## src/rtl/alu_md_pkg.sv

```systemverilog
// alu_md_pkg: shared codes for the ALU control decoder and MULT/DIV sequencer.
// Holds ALU control codes, funct/alu_op codes and the sequencer state type.
// Optional feature macro: ALU_MD_DIV_EN (adds DIV codes and the DIV state).
package alu_md_pkg;

    localparam logic [3:0] CTRL_AND  = 4'b0000;
    localparam logic [3:0] CTRL_OR   = 4'b0001;
    localparam logic [3:0] CTRL_ADD  = 4'b0010;
    localparam logic [3:0] CTRL_SUB  = 4'b0110;
    localparam logic [3:0] CTRL_XOR  = 4'b0100;
    localparam logic [3:0] CTRL_NOR  = 4'b1100;
    localparam logic [3:0] CTRL_SLT  = 4'b0111;
    localparam logic [3:0] CTRL_SLL  = 4'b1000;
    localparam logic [3:0] CTRL_SRL  = 4'b1001;
    localparam logic [3:0] CTRL_SRA  = 4'b1010;
    localparam logic [3:0] CTRL_MULT = 4'b0101;
`ifdef ALU_MD_DIV_EN
    localparam logic [3:0] CTRL_DIV  = 4'b1011;
`endif

    localparam logic [5:0] F_AND  = 6'b100100;
    localparam logic [5:0] F_OR   = 6'b100101;
    localparam logic [5:0] F_ADD  = 6'b100000;
    localparam logic [5:0] F_SUB  = 6'b100010;
    localparam logic [5:0] F_XOR  = 6'b100110;
    localparam logic [5:0] F_NOR  = 6'b100111;
    localparam logic [5:0] F_SLT  = 6'b101010;
    localparam logic [5:0] F_SLL  = 6'b000000;
    localparam logic [5:0] F_SRL  = 6'b000010;
    localparam logic [5:0] F_SRA  = 6'b000011;
    localparam logic [5:0] F_MULT = 6'b011000;
`ifdef ALU_MD_DIV_EN
    localparam logic [5:0] F_DIV  = 6'b011010;
`endif

    localparam logic [1:0] OP_ADD   = 2'b00;
    localparam logic [1:0] OP_SUB   = 2'b01;
    localparam logic [1:0] OP_RTYPE = 2'b10;
    localparam logic [1:0] OP_AND   = 2'b11;

    typedef enum logic [1:0] {
        S_IDLE = 2'd0,
        S_MUL  = 2'd1,
        S_DONE = 2'd2
`ifdef ALU_MD_DIV_EN
        ,
        S_DIV  = 2'd3
`endif
    } state_t;

endpackage

```

## src/rtl/alu_md_datapath.sv

```systemverilog
// alu_md_datapath: magnitude shift-add multiplier / restoring divider step
// plus sign fix-up of the result.
// Ports: clk, reset (sync, active-high), start (load operands),
//   step (one iteration), div_mode (ALU_MD_DIV_EN only), op_a, op_b,
//   res_hi/res_lo (sign-fixed result of the values after this step).
// Optional feature macro: ALU_MD_DIV_EN (builds the divider path).
module alu_md_datapath
    import alu_md_pkg::*;
#(
    parameter int WIDTH = 32
) (
    input  logic             clk,
    input  logic             reset,
    input  logic             start,
    input  logic             step,
`ifdef ALU_MD_DIV_EN
    input  logic             div_mode,
`endif
    input  logic [WIDTH-1:0] op_a,
    input  logic [WIDTH-1:0] op_b,
    output logic [WIDTH-1:0] res_hi,
    output logic [WIDTH-1:0] res_lo
);

    logic [WIDTH-1:0]   mag_b;
    logic [WIDTH:0]     acc;
    logic [WIDTH-1:0]   low;
    logic               neg_res;
    logic [WIDTH:0]     acc_nx;
    logic [WIDTH-1:0]   low_nx;

    logic [WIDTH:0]     sum;
    logic [WIDTH:0]     mul_acc;
    logic [WIDTH-1:0]   mul_low;
    logic [2*WIDTH-1:0] prod;
    logic [2*WIDTH-1:0] prod_fix;

    // Magnitudes; the most-negative value maps to 2^(WIDTH-1) unsigned.
    logic [WIDTH-1:0] mag_a_in;
    logic [WIDTH-1:0] mag_b_in;
    assign mag_a_in = op_a[WIDTH-1] ? -op_a : op_a;
    assign mag_b_in = op_b[WIDTH-1] ? -op_b : op_b;

    // Multiply: {acc, low} shifts right, adding the multiplicand on low[0].
    assign sum      = low[0] ? acc + {1'b0, mag_b} : acc;
    assign mul_acc  = {1'b0, sum[WIDTH:1]};
    assign mul_low  = {sum[0], low[WIDTH-1:1]};
    assign prod     = {mul_acc[WIDTH-1:0], mul_low};
    assign prod_fix = neg_res ? -prod : prod;

`ifdef ALU_MD_DIV_EN
    logic             neg_rem;
    logic             mode_q;
    logic [WIDTH:0]   shifted;
    logic             ge;
    logic [WIDTH:0]   div_acc;
    logic [WIDTH-1:0] div_low;
    logic [WIDTH-1:0] quo;
    logic [WIDTH-1:0] rem;

    // Restoring divide: remainder in acc, dividend shifts out of low
    // while quotient bits shift in.
    assign shifted = {acc[WIDTH-1:0], low[WIDTH-1]};
    assign ge      = shifted >= {1'b0, mag_b};
    assign div_acc = ge ? shifted - {1'b0, mag_b} : shifted;
    assign div_low = {low[WIDTH-2:0], ge};
    assign quo     = neg_res ? -div_low : div_low;
    assign rem     = neg_rem ? -div_acc[WIDTH-1:0]
                             : div_acc[WIDTH-1:0];

    assign acc_nx  = mode_q ? div_acc : mul_acc;
    assign low_nx  = mode_q ? div_low : mul_low;
    assign res_hi  = mode_q ? rem : prod_fix[2*WIDTH-1:WIDTH];
    assign res_lo  = mode_q ? quo : prod_fix[WIDTH-1:0];

    always_ff @(posedge clk) begin
        if (reset) begin
            neg_rem <= 1'b0;
            mode_q  <= 1'b0;
        end else if (start) begin
            neg_rem <= op_a[WIDTH-1];
            mode_q  <= div_mode;
        end
    end
`else
    assign acc_nx  = mul_acc;
    assign low_nx  = mul_low;
    assign res_hi  = prod_fix[2*WIDTH-1:WIDTH];
    assign res_lo  = prod_fix[WIDTH-1:0];
`endif

    always_ff @(posedge clk) begin
        if (reset) begin
            mag_b   <= '0;
            acc     <= '0;
            low     <= '0;
            neg_res <= 1'b0;
        end else if (start) begin
            mag_b   <= mag_b_in;
            acc     <= '0;
            low     <= mag_a_in;
            neg_res <= op_a[WIDTH-1] ^ op_b[WIDTH-1];
        end else if (step) begin
            acc     <= acc_nx;
            low     <= low_nx;
        end
    end

endmodule

```

## src/rtl/alu_md_sequencer.sv

```systemverilog
// alu_md_sequencer: ALU control decoder plus multi-cycle signed MULT/DIV
// into HI/LO, stalling the execute stage while an operation runs.
// Ports: clk, reset (sync, active-high), valid_in, alu_op[1:0], funct[5:0],
//   op_a/op_b; out alu_ctrl[3:0], illegal, stall, md_done, div_by_zero,
//   hi/lo.
// Optional feature macro: ALU_MD_DIV_EN (DIV decode and sequencing).
module alu_md_sequencer
    import alu_md_pkg::*;
#(
    parameter  int WIDTH = 32,
    localparam int CNT_W = $clog2(WIDTH) + 1
) (
    input  logic             clk,
    input  logic             reset,
    input  logic             valid_in,
    input  logic [1:0]       alu_op,
    input  logic [5:0]       funct,
    input  logic [WIDTH-1:0] op_a,
    input  logic [WIDTH-1:0] op_b,
    output logic [3:0]       alu_ctrl,
    output logic             illegal,
    output logic             stall,
    output logic             md_done,
    output logic             div_by_zero,
    output logic [WIDTH-1:0] hi,
    output logic [WIDTH-1:0] lo
);

    state_t           state, state_nx;
    logic [CNT_W-1:0] cnt, cnt_nx;
    logic             dz, dz_nx;
    logic             is_mul, is_div;
    logic             start, step, wr, div_sel;
    logic [WIDTH-1:0] hi_nx, lo_nx;
    logic [WIDTH-1:0] dp_hi, dp_lo;

    always_comb begin
        alu_ctrl = CTRL_AND;
        illegal  = 1'b0;
        is_mul   = 1'b0;
        is_div   = 1'b0;
        unique case (alu_op)
            OP_ADD: alu_ctrl = CTRL_ADD;
            OP_SUB: alu_ctrl = CTRL_SUB;
            OP_AND: alu_ctrl = CTRL_AND;
            OP_RTYPE: begin
                unique case (funct)
                    F_AND:  alu_ctrl = CTRL_AND;
                    F_OR:   alu_ctrl = CTRL_OR;
                    F_ADD:  alu_ctrl = CTRL_ADD;
                    F_SUB:  alu_ctrl = CTRL_SUB;
                    F_XOR:  alu_ctrl = CTRL_XOR;
                    F_NOR:  alu_ctrl = CTRL_NOR;
                    F_SLT:  alu_ctrl = CTRL_SLT;
                    F_SLL:  alu_ctrl = CTRL_SLL;
                    F_SRL:  alu_ctrl = CTRL_SRL;
                    F_SRA:  alu_ctrl = CTRL_SRA;
                    F_MULT: begin
                        alu_ctrl = CTRL_MULT;
                        is_mul   = 1'b1;
                    end
`ifdef ALU_MD_DIV_EN
                    F_DIV: begin
                        alu_ctrl = CTRL_DIV;
                        is_div   = 1'b1;
                    end
`endif
                    default: illegal = 1'b1;
                endcase
            end
        endcase
    end

    always_comb begin
        state_nx = state;
        cnt_nx   = cnt;
        dz_nx    = 1'b0;
        stall    = 1'b0;
        start    = 1'b0;
        step     = 1'b0;
        wr       = 1'b0;
        div_sel  = 1'b0;
        hi_nx    = dp_hi;
        lo_nx    = dp_lo;
        unique case (state)
            S_IDLE: begin
                if (valid_in && is_mul) begin
                    stall    = 1'b1;
                    start    = 1'b1;
                    cnt_nx   = CNT_W'(WIDTH);
                    state_nx = S_MUL;
                end
`ifdef ALU_MD_DIV_EN
                else if (valid_in && is_div) begin
                    stall = 1'b1;
                    if (op_b == '0) begin
                        // Divide by zero finishes at once with a fixed result.
                        wr       = 1'b1;
                        hi_nx    = op_a;
                        lo_nx    = '1;
                        dz_nx    = 1'b1;
                        state_nx = S_DONE;
                    end else begin
                        start    = 1'b1;
                        div_sel  = 1'b1;
                        cnt_nx   = CNT_W'(WIDTH);
                        state_nx = S_DIV;
                    end
                end
`endif
            end
            S_MUL: begin
                stall  = 1'b1;
                step   = 1'b1;
                cnt_nx = cnt - CNT_W'(1);
                // Last iteration: capture the fixed-up result so hi/lo
                // are already valid while md_done is high.
                if (cnt == CNT_W'(1)) begin
                    wr       = 1'b1;
                    state_nx = S_DONE;
                end
            end
`ifdef ALU_MD_DIV_EN
            S_DIV: begin
                stall  = 1'b1;
                step   = 1'b1;
                cnt_nx = cnt - CNT_W'(1);
                if (cnt == CNT_W'(1)) begin
                    wr       = 1'b1;
                    state_nx = S_DONE;
                end
            end
`endif
            S_DONE: state_nx = S_IDLE;
            default: state_nx = S_IDLE;
        endcase
    end

    always_ff @(posedge clk) begin
        if (reset) begin
            state <= S_IDLE;
            cnt   <= '0;
            dz    <= 1'b0;
            hi    <= '0;
            lo    <= '0;
        end else begin
            state <= state_nx;
            cnt   <= cnt_nx;
            dz    <= dz_nx;
            if (wr) begin
                hi <= hi_nx;
                lo <= lo_nx;
            end
        end
    end

    assign md_done     = (state == S_DONE);
    assign div_by_zero = dz;

    alu_md_datapath #(
        .WIDTH(WIDTH)
    ) u_dp (
        .clk      (clk),
        .reset    (reset),
        .start    (start),
        .step     (step),
`ifdef ALU_MD_DIV_EN
        .div_mode (div_sel),
`endif
        .op_a     (op_a),
        .op_b     (op_b),
        .res_hi   (dp_hi),
        .res_lo   (dp_lo)
    );

endmodule

```

## config.mk

```make
export PLATFORM = sky130hd
export DESIGN_NAME = alu_md_sequencer
export DESIGN_NICKNAME = d
export VERILOG_FILES = /design/src/rtl/alu_md_pkg.sv /design/src/rtl/alu_md_datapath.sv /design/src/rtl/alu_md_sequencer.sv
export SDC_FILE = /design/constraint.sdc
export NUM_CORES = 1
export LEC_CHECK = 0
export BUFFER_PORTS_ARGS = -buffer_cell sky130_fd_sc_hd__buf_2
export CAP_MARGIN = 40
export CORE_MARGIN = 4
export CORE_UTILIZATION = 50
export CTS_CLUSTER_DIAMETER = 100
export DETAILED_ROUTE_END_ITERATION = 8
export GPL_TIMING_DRIVEN = 0
export PLACE_DENSITY = 0.79
export RECOVER_POWER = 100
export SYNTH_ARGS = -nofsm -noshare
export SYNTH_HDL_FRONTEND = slang
export SYNTH_SLANG_ARGS = --single-unit
export TNS_END_PERCENT = 10
```

## constraint.sdc

```tcl
create_clock -name clk -period 3.3 [get_ports clk]
set_input_delay 0 -clock clk [delete_from_list [all_inputs] [get_ports clk]]
set_output_delay 0 -clock clk [all_outputs]
set_load 0.02 [all_outputs]
```

### After elaboration in Yosys (flattened, before gate mapping)

Index checks and enable logic that the tools add are counted.

| operators by class | value |
|---|---|
| $add $sub $neg | 5 |
| equal/unequal tests | 18 |
| mux-type cells | 23 |
| bitwise gates (word level) | 1 |
| reduce and logical (&&, ||, !) cells | 10 |

Operators by type and width:

| operator | count |
|---|---|
| 2-to-1 mux 32 bit | 4 |
| 2-to-1 mux 64 bit | 1 |
| negator 32 bit | 2 |
| negator 64 bit | 1 |
| == test 6 bit (second input constant) | 7 |
| case mux 4 bit (10 select lines) | 1 |
| adder 32 x 32 -> 33 bit | 1 |
| 2-to-1 mux 33 bit | 1 |
| case mux 4 bit (4 select lines) | 1 |
| == test 6 x 2 -> 1 bit (second input constant) | 2 |
| case mux 6 bit (2 select lines) | 1 |
| OR reduction 11 bit | 1 |
| 2-to-1 mux 1 bit | 9 |
| == test 2 bit (second input constant) | 3 |
| == test 6 x 1 -> 1 bit (second input constant) | 1 |
| == test 6 x 5 -> 1 bit (second input constant) | 1 |
| logical NOT 6 bit | 1 |
| 2-to-1 mux 6 bit | 1 |
| subtractor 6 x 1 -> 6 bit (second input constant) | 1 |
| == test 2 x 1 -> 1 bit (second input constant) | 2 |
| logical NOT 2 bit | 2 |
| 2-to-1 mux 2 bit | 2 |
| != test 2 bit (second input constant) | 2 |
| case mux 2 bit (2 select lines) | 1 |
| other kinds (6) | 8 |

| storage, ports and cells | value |
|---|---|
| register bits | 169 |
| bits of input ports | 75 |
| output and inout port bits | 72 |
| logic and storage cells | 65 |

### Longest topological paths before layout

| depth | value |
|---|---|
| depth after elaboration | 7 |
| mapped depth | 14 |
| depth with buffers taken out | 12 |

### Cells and area by module

Synthesis repeated with hierarchy kept, for this count alone.

| second synthesis, totals | value |
|---|---|
| cell total of the unflattened synthesis | 1468 |
| area total of the unflattened synthesis | 12203.0 µm² |

Modules (own cells, without submodules):

| module | instances | cells an instance | area an instance (µm²) | sequential area each (µm²) |
|---|---|---|---|---|
| alu_md_datapath | 1 | 1102 | 8590.7 | 1941.9 |
| alu_md_sequencer | 1 | 366 | 3612.2 | 1441.4 |

### Worst setup path before layout

OpenSTA, ideal clock, no wires.

| timing path | value |
|---|---|
| path type | register to register |
| from | reg u_dp.acc[0] |
| to | reg hi[28] |
| library setup time | 0.124 ns |
| data arrival time | 3.453 ns |
| data required time | 3.176 ns |
| setup slack | -0.276 ns |
| stages on the path, launching flop included | 13 |
| buffers on the path | 0 |
| period minus slack after synthesis | 3.576 ns |
| cells stage by stage | dfxtp_1 > ha_1 > fa_1 > a211oi_1 > o21ai_0 > a211oi_2 > o31ai_4 > xor2_1 > o31a_1 > or4b_2 > o31ai_2 > xnor2_1 > o21ai_1 |

| on the way | value |
|---|---|
| word-level cells in the longest chain between the ends | 4 |

RTL lines:

| element | RTL line | source |
|---|---|---|
| start: declaration | alu_md_datapath.sv:26 | `logic [WIDTH:0] acc;` |
| start signal: assignment | alu_md_datapath.sv:104 | `acc <= acc_nx;` |
| adder 32 x 32 -> 33 bit | alu_md_datapath.sv:45 | `assign sum = low[0] ? acc + {1'b0, mag_b} : acc;` |
| 2-to-1 mux 33 bit (*) | alu_md_datapath.sv:45 |  |
| negator 64 bit | alu_md_datapath.sv:49 | `assign prod_fix = neg_res ? -prod : prod;` |
| 2-to-1 mux 64 bit (*) | alu_md_datapath.sv:49 |  |
| end signal: assignment | alu_md_sequencer.sv:151 | `hi <= hi_nx;` |
| end: declaration | alu_md_sequencer.sv:25 | `output logic [WIDTH-1:0] hi,` |

Every way passes the cells marked *; elsewhere a longest branch is shown, timed or not.
A chain may end at the register's enable or synchronous reset.

### Worst setup path in the final report

| timing path | value |
|---|---|
| from | reg u_dp.acc[0] |
| to | reg hi[31] |

Same word-level chain as after synthesis.

==> flow_metrics.env <==
export IMPL_worstReg2RegEnd="hi[31]$_SDFFE_PP0P_"
export IMPL_setup_ws_ns=-0.289
export IMPL_rrSetupSlack_ns=-0.29
export IMPL_status="finished, violations left"
export IMPL_antenna_found_initial=0
export IMPL_cts_buffers=17
export IMPL_rsz0062_at_grt="yes"
export IMPL_final_core_util_pct=63.8
export IMPL_viasPerCell=6.11
export IMPL_p_per_area_nw_per_um2=315
export IMPL_violations="negative setup slack"
export IMPL_n_fill_cell=2002
export IMPL_ys_flop_type="dfxtp_1"
export IMPL_netlist_area_um2=11700
export IMPL_grt_ovfl_total=0
export IMPL_vias=13200
export IMPL_hold_slack_ns=0.00915
export IMPL_arrival_ns=3.89
export IMPL_period_minus_slack_ns=3.59
export IMPL_coreArea_um2=22800
export IMPL_worst_slew_margin_rel_pct=38.7
export IMPL_synth_top_cell_area_share_pct=29.0
export IMPL_synth_edf_count=0
export IMPL_root_buffer="clkbuf_16"
export IMPL_drive_above_1_share_pct=12.9
export IMPL_drtPass1Iterations=6
export IMPL_clkTransAtPathRegs_ns=0.07
export IMPL_worstSkewPairLatency_ns=0.44
export IMPL_routabilityCongestion=0.975
export IMPL_row_count=55
export IMPL_cts_sinks=169
export IMPL_synth_most_common_cell="nand2_1"
export IMPL_die_height_um=161
export IMPL_grt_use_total_pct=31.0
export IMPL_grt_pass1_wl_um=65400
export IMPL_instances_no_fill=2165
export IMPL_setup_viol=19
export IMPL_grt_pass1_vias=12600
export IMPL_synth_distinct_cells=75
export IMPL_synthCells=1595
export IMPL_drt_total_wl_um=41800
export IMPL_finalHoldViolCount=0
export IMPL_drv_slew=0
export IMPL_fmax_mhz=279
export IMPL_synth_area_top_cells="dfxtp_1 (29%), nand2_1 (8.3%), nor2_1 (5.7%)"
export IMPL_drtIter0Drc=1187
export IMPL_die_w_um=161
export IMPL_ys_seq_area_share_pct=29.0
export IMPL_htreeDepth=4
export IMPL_dieArea_um2=25800
export IMPL_worstMarginPinSlew_ns=0.911
export IMPL_place_ws_ns=-1.06
export IMPL_wl_per_cell_um=19.3
export IMPL_worst_r2r_path_depth=14
export IMPL_period_share_pct=109
export IMPL_ys_ff_latch=169
export IMPL_dp_cells=2052
export IMPL_hpwl_um=30600
export IMPL_syn2layout_area_growth_pct=24.6
export IMPL_leakage_nw=5.33
export IMPL_synth_common_cells="nand2_1 (259), nor2_1 (176), dfxtp_1 (169)"
export IMPL_finClkSkew_ns=0.0138
export IMPL_async_reset_ff_share_pct=0
export IMPL_hp_class="in -> reg"
export IMPL_io_buffers=144
export IMPL_whs_path_depth=4
export IMPL_cap_violations=0
export IMPL_clk_path_buf_depth=2
export IMPL_start_util_pct=51.2
export IMPL_end_kind="flop"
export IMPL_synth_fp_nets=1708
export IMPL_final_antenna_net_count=0
export IMPL_crit_path_max_fanout=6
export IMPL_yosys_area_top_type="dfxtp_1"
export IMPL_drc=0
export IMPL_timing_rr_start="u_dp.acc[0]$_SDFFE_PP0P_"
export IMPL_nets=1951
export IMPL_ys_warn_count=0
export IMPL_io_pins=147
export IMPL_synth_area_per_cell_um2=7.31
export IMPL_min_from="op_a[23]"
export IMPL_path_class="reg -> reg"
export IMPL_cts_tree="yes"
export IMPL_worst_setup_path_start_kind="flop"
export IMPL_crit_required_ns=3.60
export IMPL_ir_worst_vdd_v=0.000255
export IMPL_holdPathEnd="u_dp.low[23]$_SDFFE_PP0N_"
export IMPL_grt_max_degree=17
==> kinds of logic after synthesis <==
family                     synth area share, %
and+or+nand+nor                           27.4
adders and majority gates                 4.14
buffers and inverters                     4.33
xor gates and xnor gates                  8.71
muxes                                     1.46
DFF                                       29.0
AOI/OAI and AO/OA                         24.9
other                                   0.0321
==> worst max path at each step <==
stage	cells after the start	from	slack, ns	to
6_report	14	u_dp.acc[0]$_SDFFE_PP0P_	-0.29	hi[31]$_SDFFE_PP0P_
5_1_grt	14	u_dp.acc[0]$_SDFFE_PP0P_	-0.41	hi[31]$_SDFFE_PP0P_
4_1_cts	14	u_dp.acc[0]$_SDFFE_PP0P_	-0.18	hi[31]$_SDFFE_PP0P_
3_5_place_dp	12	u_dp.acc[0]$_SDFFE_PP0P_	-1.06	hi[31]$_SDFFE_PP0P_
3_3_place_gp	12	u_dp.acc[0]$_SDFFE_PP0P_	-0.97	hi[31]$_SDFFE_PP0P_
2_1_floorplan	12	u_dp.acc[0]$_SDFFE_PP0P_	-0.06	hi[31]$_SDFFE_PP0P_
==> cells in the final DEF (no fill, tap or decap), types with 11 or more instances in the layout <==
| master | synthesis | final |
|---|---|---|
| a211oi_1 | 81 | 77 |
| a21oi_1 | 122 | 114 |
| a31oi_1 | 16 | 15 |
| and3_1 | 23 | 23 |
| buf_2 | 4 | 80 |
| buf_4 | 1 | 28 |
| clkbuf_1 | 94 | 156 |
| clkbuf_16 | 0 | 17 |
| dfxtp_1 | 169 | 163 |
| dlygate4sd3_1 | 0 | 57 |
| ha_1 | 37 | 32 |
| inv_1 | 21 | 21 |
| mux2i_1 | 17 | 14 |
| nand2_1 | 259 | 258 |
| nand2b_1 | 15 | 15 |
| nand3_1 | 42 | 42 |
| nand3b_1 | 11 | 11 |
| nand4_1 | 22 | 22 |
| nor2_1 | 176 | 172 |
| nor3_1 | 30 | 25 |
| nor4_1 | 16 | 16 |
| o21ai_0 | 91 | 82 |
| o31ai_1 | 29 | 28 |
| o41ai_1 | 13 | 13 |
| or3_1 | 17 | 17 |
| xnor2_1 | 69 | 67 |
| xor2_1 | 47 | 47 |
==> metrics by stage <==
step / setup TNS [ns] / power (mW) / area, µm²
floorplan: -0.0716 / 2.30 / 11700
global placement: -12.89 / 2.44 / 12800
detailed placement: -14.57 / 2.44 / 12800
CTS: -1.25 / 4.56 / 14500
global route: -5.52 / 4.70 / 14500
finish: -3.25 / 4.58 / 14500
==> power breakdown <==
| part | leakage, nW | total (mW) | internal (mW) | switching, mW |
|---|---|---|---|---|
| Clock | 0.290 | 2.08 | 1.16 | 0.925 |
| Combinational | 3.68 | 0.452 | 0.200 | 0.252 |
| Sequential | 1.36 | 2.04 | 2.04 | 0.00336 |
| Total | 5.33 | 4.58 | 3.40 | 1.18 |
==> sequential cells by signal, indices dropped and copies added (netlist names) <==
signal and cells:
state 2, hi 32, u_dp.mag_b 32, u_dp.neg_res 1, lo 32, u_dp.low 32
u_dp.acc 32, cnt 6
==> area by class of cell <==
| cell class | count | area, µm² | share of cell area [%] |
|---|---|---|---|
| Multi-Input combinational cell | 1294 | 8210 | 56.5 |
| Tap cell | 313 | 392 | 2.69 |
| Timing Repair Buffer | 232 | 1450 | 9.98 |
| Buffer | 102 | 402 | 2.76 |
| Clock buffer | 19 | 443 | 3.05 |
| Inverter | 22 | 83.8 | 0.577 |
| Sequential cell | 169 | 3400 | 23.4 |
| Clock inverter | 13 | 158 | 1.08 |
| Antenna cell | 1 | 2.50 | 0.0172 |
==> repair_timing <==
action | CTS | global route
resized for setup | 76 | 24
setup endpoints to repair | 25 | 22
setup buffers | 27 | 4
endpoints found under the hold margin | 56 | 0
pin swaps | 30 | 10
hold buffers | 57 | 0
gates cloned | 0 | 0
==> layer usage <==
layer	vias to the layer above	track usage (%)	wire (µm)
li1	6249	-	-
met2	643	49.5	18700
met4	0	15.6	2190
met3	153	7.11	3780
met1	6185	39.5	17200
met5	-	0	0
==> worst max-delay path, stage by stage, from the launching register on <==
cell      delay (ns)
dfxtp_4         0.36
ha_4            0.16
fa_2            0.39
a211oi_4        0.26
o211ai_1        0.25
and4b_1         0.30
a211oi_4        0.31
nand4_1         0.15
buf_6           0.17
nor3_4          0.25
nand4_1         0.15
buf_6           0.18
nor3_4          0.24
and4_1          0.23
nor4_1          0.05
Note: power is estimated with default switching activity, not from simulation.
